`config.mk`:
```
export PLATFORM = sky130hd
export DESIGN_NAME = seven_segment_scan_controller
export DESIGN_NICKNAME = d
export VERILOG_FILES = /design/src/rtl/seven_segment_scan_controller.sv
export SDC_FILE = /design/constraint.sdc
export NUM_CORES = 1
export LEC_CHECK = 0
export ABC_AREA = 1
export ABC_CLOCK_PERIOD_IN_PS = 1600
export CORE_MARGIN = 2
export CORE_UTILIZATION = 23
export DETAILED_ROUTE_END_ITERATION = 7
export PLACE_DENSITY = 0.49
export SKIP_LAST_GASP = 1
export SYNTH_ARGS = -nofsm -noshare
export SYNTH_HDL_FRONTEND = slang
export SYNTH_SLANG_ARGS = --single-unit
```
`constraint.sdc`:
```
create_clock -name clk -period 1.6 [get_ports clk]
set_input_delay 0.24 -clock clk [delete_from_list [all_inputs] [get_ports clk]]
set_output_delay 0.24 -clock clk [all_outputs]
set_load 0.005 [all_outputs]
```
`src/rtl/seven_segment_scan_controller.sv`:
```
// Seven-segment scan controller.
//
// Time-multiplexes NUM_DIGITS 4-bit values onto a single shared seven-segment
// decoder. Each digit is preceded by a blanking gap of BLANK_CYCLES, during
// which no digit is driven, and is then driven for DWELL_CYCLES. New display
// data arrives through a valid/ready handshake into a shadow register. It is
// copied into the displayed (active) register only at a frame boundary, or
// while the display is off, so a frame never mixes old and new digits.
//
// Ports:
//   clk         system clock, rising edge
//   rst         synchronous reset, active-high
//   en          scan enable; 0 turns the display off
//   load_valid  new display data offered
//   load_data   digit k = load_data[4k+3:4k]
//   load_ready  controller can accept load_data (registered)
//   nibble_out  decoder input, [3]=W (MSB) .. [0]=Z (registered)
//   digit_en    one-hot digit drive, active-high (registered)
//   blank       1 when no digit is driven (registered)
//   frame_done  one-cycle pulse after the last digit's dwell (registered)
module seven_segment_scan_controller #(
  parameter int unsigned NUM_DIGITS   = 4,
  parameter int unsigned DWELL_CYCLES = 1000,
  parameter int unsigned BLANK_CYCLES = 16
) (
  input  logic                    clk,
  input  logic                    rst,
  input  logic                    en,
  input  logic                    load_valid,
  input  logic [4*NUM_DIGITS-1:0] load_data,
  output logic                    load_ready,
  output logic [3:0]              nibble_out,
  output logic [NUM_DIGITS-1:0]   digit_en,
  output logic                    blank,
  output logic                    frame_done
);

  // ---------------------------------------------------------------------------
  // Derived constants
  // ---------------------------------------------------------------------------
  localparam int unsigned MaxCnt = (DWELL_CYCLES > BLANK_CYCLES) ? DWELL_CYCLES
                                                                  : BLANK_CYCLES;
  // cnt only ever holds 0 .. MaxCnt-1.
  localparam int unsigned CntW   = (MaxCnt > 1) ? $clog2(MaxCnt) : 1;
  localparam int unsigned IdxW   = (NUM_DIGITS > 1) ? $clog2(NUM_DIGITS) : 1;

  localparam logic [CntW-1:0] DwellLast = CntW'(DWELL_CYCLES - 1);
  // Unused when there is no blanking gap; kept in range to avoid underflow.
  localparam logic [CntW-1:0] BlankLast = CntW'((BLANK_CYCLES == 0) ? 0 : BLANK_CYCLES - 1);
  localparam logic [IdxW-1:0] IdxLast   = IdxW'(NUM_DIGITS - 1);
  localparam bit              NoBlank   = (BLANK_CYCLES == 0);

  typedef enum logic [1:0] {
    StOff,
    StBlank,
    StDrive
  } state_e;

  // ---------------------------------------------------------------------------
  // State
  // ---------------------------------------------------------------------------
  state_e                  state_q, state_d;
  logic [IdxW-1:0]         idx_q, idx_d;
  logic [CntW-1:0]         cnt_q, cnt_d;
  logic [4*NUM_DIGITS-1:0] active_q, active_d;
  logic [4*NUM_DIGITS-1:0] shadow_q, shadow_d;
  logic                    pending_q, pending_d;

  // Output registers
  logic [3:0]              nibble_q, nibble_d;
  logic [NUM_DIGITS-1:0]   digit_en_q, digit_en_d;
  logic                    blank_q, blank_d;
  logic                    load_ready_q, load_ready_d;
  logic                    frame_done_q, frame_done_d;

  // Handshake and commit strobes
  logic transfer;
  logic commit;
  logic dwell_end;
  logic blank_end;

  assign transfer  = load_valid && !pending_q;
  assign dwell_end = (cnt_q == DwellLast);
  assign blank_end = (cnt_q == BlankLast);

  // ---------------------------------------------------------------------------
  // Scan sequencing: next state, digit index, counter, frame_done, commit
  // ---------------------------------------------------------------------------
  always_comb begin
    state_d      = state_q;
    idx_d        = idx_q;
    cnt_d        = cnt_q + 1'b1;
    frame_done_d = 1'b0;
    commit       = 1'b0;

    unique case (state_q)
      StOff: begin
        idx_d  = '0;
        cnt_d  = '0;
        // While dark, pending data can be applied at any time.
        commit = pending_q;
        if (en) begin
          state_d = NoBlank ? StDrive : StBlank;
        end
      end

      StBlank: begin
        if (blank_end) begin
          state_d = StDrive;
          cnt_d   = '0;
        end
      end

      StDrive: begin
        if (dwell_end) begin
          cnt_d   = '0;
          state_d = NoBlank ? StDrive : StBlank;
          if (idx_q == IdxLast) begin
            idx_d        = '0;
            frame_done_d = 1'b1;
            commit       = pending_q;
          end else begin
            idx_d = idx_q + 1'b1;
          end
        end
      end

      default: begin
        state_d = StOff;
        idx_d   = '0;
        cnt_d   = '0;
      end
    endcase

    // Disabling abandons the partial frame; only an OFF-state commit survives.
    if (!en) begin
      state_d      = StOff;
      idx_d        = '0;
      cnt_d        = '0;
      frame_done_d = 1'b0;
      commit       = commit && (state_q == StOff);
    end
  end

  // ---------------------------------------------------------------------------
  // Load handshake: shadow capture and commit into the displayed register.
  // A transfer needs pending=0 and a commit needs pending=1, so they are
  // mutually exclusive.
  // ---------------------------------------------------------------------------
  always_comb begin
    active_d  = active_q;
    shadow_d  = shadow_q;
    pending_d = pending_q;

    if (commit) begin
      active_d  = shadow_q;
      pending_d = 1'b0;
    end else if (transfer) begin
      shadow_d  = load_data;
      pending_d = 1'b1;
    end
  end

  // ---------------------------------------------------------------------------
  // Output next-state, derived from the next scan state so the registered
  // outputs always describe the state being entered.
  // ---------------------------------------------------------------------------
  always_comb begin
    nibble_d     = 4'h0;
    digit_en_d   = '0;
    blank_d      = (state_d != StDrive);
    load_ready_d = !pending_d;

    // The decoder input is presented during the blank gap too so its
    // outputs settle before the digit is switched on.
    if (state_d != StOff) begin
      for (int unsigned k = 0; k < NUM_DIGITS; k++) begin
        if (idx_d == IdxW'(k)) begin
          nibble_d = active_d[4*k +: 4];
        end
      end
    end

    if (state_d == StDrive) begin
      for (int unsigned k = 0; k < NUM_DIGITS; k++) begin
        digit_en_d[k] = (idx_d == IdxW'(k));
      end
    end
  end

  // ---------------------------------------------------------------------------
  // Registers
  // ---------------------------------------------------------------------------
  always_ff @(posedge clk) begin
    if (rst) begin
      state_q   <= StOff;
      idx_q     <= '0;
      cnt_q     <= '0;
      active_q  <= '0;
      shadow_q  <= '0;
      pending_q <= 1'b0;
    end else begin
      state_q   <= state_d;
      idx_q     <= idx_d;
      cnt_q     <= cnt_d;
      active_q  <= active_d;
      shadow_q  <= shadow_d;
      pending_q <= pending_d;
    end
  end

  always_ff @(posedge clk) begin
    if (rst) begin
      nibble_q     <= 4'h0;
      digit_en_q   <= '0;
      blank_q      <= 1'b1;
      load_ready_q <= 1'b1;
      frame_done_q <= 1'b0;
    end else begin
      nibble_q     <= nibble_d;
      digit_en_q   <= digit_en_d;
      blank_q      <= blank_d;
      load_ready_q <= load_ready_d;
      frame_done_q <= frame_done_d;
    end
  end

  assign nibble_out = nibble_q;
  assign digit_en   = digit_en_q;
  assign blank      = blank_q;
  assign load_ready = load_ready_q;
  assign frame_done = frame_done_q;

endmodule

```
After elaboration in Yosys (flattened, before gate mapping)
Index checks and enable logic that the tools add are counted.

Register bits: 58. Input bits: 20. Output and inout port bits: 11. Logic and storage cells: 64.

Add/sub/neg operators: 2. Equal/unequal tests: 10. Mux-type cells: 23. Bitwise gates (word level): 6. Reductions and logical operators: 12.

Operator list (count): $mux 10 (2); $pmux 10 s2 (1); $mux 16 (1); $mux 4 (4); $mux 2 (6); $add 10x1->10 const B (1); $eq 10x10->1 const B (1); $eq 10x4->1 const B (1); $eq 2x2->1 const B (5); $mux 1 (6); $not 1->1 (6); $pmux 2 s3 (1); $reduce_or 2->1 (3); $eq 2x1->1 const B (2); $logic_not 2->1 (2); $pmux 2 s2 (1); $reduce_or 4->1 (1); $add 2x1->2 const B (1); $logic_and 1x1->1 (2); $logic_not 1->1 (2); $ne 2x2->1 const B (1); $pmux 1 s2 (1); $reduce_and 2->1 (1); $reduce_bool 2->1 (1).

Longest topological paths before layout
Depth in word-level cells: 11. Gate-level depth with buffers: 15. Gate-level depth less buffers: 14.

Worst setup path before layout
OpenSTA, ideal clock, no wires.

Path kind: flip-flop to flip-flop. Start point: reg cnt_q[0]. End point: reg nibble_q[0] (netlist: nibble_out[0]). Setup time: 0.109 ns. Arrival: 1.537 ns. Required time: 1.491 ns. Slack: -0.046 ns. Stages on the path, launching flop included: 12. Path buffers: 1. Period minus slack after synthesis: 1.646 ns. Cells stage by stage: dfxtp_1 -> ha_1 -> nand2_2 -> nor2_4 -> nand4_2 -> nand2_4 -> nand2_4 -> buf_6 -> o21ai_0 -> a21oi_1 -> nand2_1 -> inv_1.

Cells in the longest elaborated chain, start to end: 10. Elaborated cells between the ends (all ways): 25. Those cells by class: eq/ne (5); mux (15); bitwise (1); reduce/logical (4).

Ends and longest elaborated chain: start: declaration (RTL line 64) `logic [CntW-1:0] cnt_q, cnt_d;`; start signal: assignment (RTL line 205) `cnt_q <= cnt_d;`; $eq 10x10->1 (RTL line 83) `assign dwell_end = (cnt_q == DwellLast);`; $mux 1 (RTL line 115) `if (dwell_end) begin`; $pmux 1 s2 (RTL line 96) `unique case (state_q)`; $logic_and 1x1->1 (RTL line 141) `commit = commit && (state_q == StOff);`; $mux 1 (RTL line 136) `if (!en) begin`; $mux 16 (RTL line 155) `if (commit) begin`; $mux 4 (4 in series) (RTL line 178) `if (idx_d == IdxW'(k)) begin`; end signal: assignment (RTL line 220) `nibble_q <= nibble_d;`; end: declaration (RTL line 70) `logic [3:0] nibble_q, nibble_d;`.

Several ways; a longest one is shown, not always the timed one. A chain may end at the register's enable or synchronous reset.

Worst setup path after layout
Start point: reg cnt_q[0]. End point: reg nibble_q[2] (netlist: nibble_out[2]).

Same word-level chain as after synthesis.

==> summary.md <==
| Metric | Value |
|---|---|
| Row count | `37` |
| Fin crit period | `1780 ps` |
| Setup TNS | `-906 ps` |
| Global-route wire length before repair | `9920 microns` |
| Final hold violation count | `0` |
| Outcome | `finished, violations left` |
| Largest net degree at the start of global routing | `23` |
| Max-Slew Margin vs Limit | `73.4%` |
| Routed via count | `2,260` |
| RSZ-0062 raised after global routing | `true` |
| Clock Pin Slew Worst Setup and Hold Paths | `60 ps` |
| DP HPWL | `4230 microns` |
| DIE AREA | `0.0115 sq mm` |
| Drt via density | `4.08` |
| Clk_skew | `10.8 ps` |
| Sequential fraction of the synthesis area | `47.5%` |
| Cells after Synth | `324` |
| CTS Hold Buffers Added | `0` |
| H-tree Lvls | `3` |
| Ys Warns | `0` |
| CP Launch Type | `flip-flop` |
| Final core utilization | `36.7%` |
| Initial antenna violation count | `0` |
| Max frequency | `562 MHz` |
| Critical path arrival | `2040 ps` |
| VDD IR max | `0.327 mV` |
| Yosys cell types | `27` |
| DRC viols | `0` |
| Core Region | `0.0103 sq mm` |
| Reg-to-reg startpoint | `cnt_q[0]` |
| FF+latch count, synth | `58` |
| Worst-Margin Slew | `399 ps` |
| Hold path startpoint | `active_q[1]` |
| Final-stage net count | `439` |
| Critical path capture point type | `flip-flop` |
| Clock latency on the worst-skew pair | `340 ps` |
| Final period util | `111%` |
| Layout cells sized above 1 | `34.0%` |
| Fill cells | `1,111` |
| Setup CP Type | `reg2reg` |
| Routed Antenna Nets | `0` |
| Slack of the critical path | `-178 ps` |
| # diodes | `0` |
| Area delta synth->final | `54.8%` |
| Net Count, Synth | `350` |
| Final Wtd Congestion | `0.782` |
| Crit path required time | `1870 ps` |
| GRT Residual Overflow | `0` |
| Fin. max-slew vios | `0` |
| Starting Density | `23.7%` |
| CTS Root Cell | `clkbuf_8` |
| CP max FO | `8` |
| Post-Route WL | `6110 microns` |
| Netlist Area Pre-Place | `0.00245 sq mm` |
| IO buf count | `30` |
| Max Cap Viol | `0` |
| Leakage | `1.65 nW` |
| Clk buf depth | `2` |
| Hold Path Class | `reg2reg` |
| DRC marker count from the first detailed-route iteration | `61` |
| Width of the die | `107 microns` |
| Number of global-route vias before repair | `2,128` |
| Overall Global Routing Usage | `11.1%` |
| CP startpoint | `cnt_q[0]` |
| Final setup fails | `10` |
| I/O pin total | `31` |
| Mean cell area of the mapped netlist | `7.55 sq um` |
| Number of CTS-inserted buffers | `9` |
| Pwr Density | `834 mW/mm^2` |
| Violated checks | `negative setup slack` |
| CTS tree | `yes` |
| Die Y-Extent | `107 microns` |
| CTS Sinks | `58` |
| Drt wl/cell | `11.0 microns` |
| Detailed Routing Iterations Pass 1 | `5` |
layer usage:
| layer | vias up | global-route usage [%] | share of wire [%] |
|---|---|---|---|
| li1 | 1204 | - | - |
| met2 | 37 | 16.8 | 44 |
| met5 | - | 0 | 0 |
| met1 | 1011 | 14.6 | 50 |
| met3 | 8 | 3.89 | 4.3 |
| met4 | 0 | 3.90 | 1.2 |
cell usage after synthesis:
library cell	number	area share (%)
a21oi_1	17	3.5
a311oi_1	1	0.36
buf_6	4	1.8
clkbuf_1	7	1.1
clkbuf_2	1	0.20
dfxtp_1	58	47
ha_1	6	3.1
inv_1	33	5.1
nand2_1	62	9.5
nand2_2	6	1.5
nand2_4	2	0.92
nand3_1	23	4.7
nand3b_1	2	0.61
nand4_1	3	0.77
nand4_2	1	0.51
nor2_1	59	9.1
nor2_2	1	0.26
nor2_4	3	1.4
nor3_1	4	0.82
nor3_2	1	0.41
nor3b_1	1	0.31
o21ai_0	18	3.7
o21ai_1	5	1.0
or2_0	1	0.26
or2_2	1	0.26
xnor2_1	1	0.36
xor2_1	3	1.1
power by group:
group	switching, mW	total, mW	internal [mW]
sequential	0.0413	1.54	1.50
combinational	0.187	0.353	0.166
clock	0.579	1.26	0.682
per-stage QoR:
stage	area (sq um)	std cells	hold WS (ps)	setup slack [ps]	total power, mW
floorplan	2470	324	375	5.30	1.71
global placement	3250	528	454	-269	1.84
detailed placement	3250	528	461	-280	1.84
CTS	3520	545	459	-110	3.14
global route	3790	554	466	-277	3.32
finish	3790	554	471	-178	3.16
cell type report:
cell class,count,area [sq um],share of cell area [%]
Timing Repair inverter,1,7.51,0.198
Timing Repair Buffer,87,768,20.3
Clock buffer,12,165,4.36
Inverter,33,130,3.44
Multi-Input combinational cell,223,1360,35.8
Sequential cell,58,1170,30.8
Tap cell,136,170,4.49
Clock inverter,4,25.0,0.661
cell families (layout without fill, tap and decap cells):
kind of cell,count (synthesis),in the layout,share of synthesized area (%)
flip-flops,58,58,47.5
AO/OA/AOI/OAI,41,41,8.54
AND/OR/NAND/NOR,170,172,31.3
adder cells (fa/ha/maj),6,6,3.07
buffers and inverters,45,137,8.18
XOR/XNOR,4,4,1.43
worst max-delay path, stage by stage (launching register included):
cell	delay (ps)
dfxtp_2	350
ha_4	150
nand2_4	60
nor2_4	160
buf_6	120
nand4_4	100
nand2_8	160
buf_12	150
nand3_1	120
nand2_1	100
nand3_1	60
nand2_1	60
nor2_1	40
nor2_1	90
cell usage in the layout, fill, tap and decap left out, types with 3 or more instances in the layout:
master           netlist  final
nand3_4                0      3
dfxtp_2                0      4
a21oi_1               17     15
buf_4                  0     51
ha_1                   6      3
xor2_1                 3      3
clkbuf_8               0     12
nand2_1               62     42
inv_1                 33     30
nor2_1                59     56
nand2_2                6     22
nand3_1               23     15
buf_6                  4      4
nand2_4                2      5
nor2_2                 1      4
clkdlybuf4s50_1        0     30
nand2_8                0      3
nor3_2                 1      4
nand4_1                3      3
nor2_4                 3      3
dfxtp_1               58     54
clkinvlp_4             0      4
nand3_2                0      5
o21ai_0               18     17
path summary, 6_finish.rpt:
check,cells past startpoint,slack [ps],end
hold / removal,2,470,active_q[1]
setup reg to reg,13,-180,nibble_out[2]
hold reg to reg,2,470,active_q[1]
setup / recovery,13,-180,nibble_out[2]
sequential cells by signal (all words and copies together), names as in the netlist:
register and count:
active_q 16, blank 1, cnt_q 10, digit_en 4, frame_done 1, idx_q 2
load_ready 1, nibble_out 4, pending_q 1, shadow_q 16, state_q 2
repair_timing:
action	in CTS	in global routing
endpoints found under the setup margin	22	29
setup buffers	1	6
pin swaps	8	14
cloned	0	3
resized for setup	20	49
Note: power is estimated with default switching activity, not from simulation.
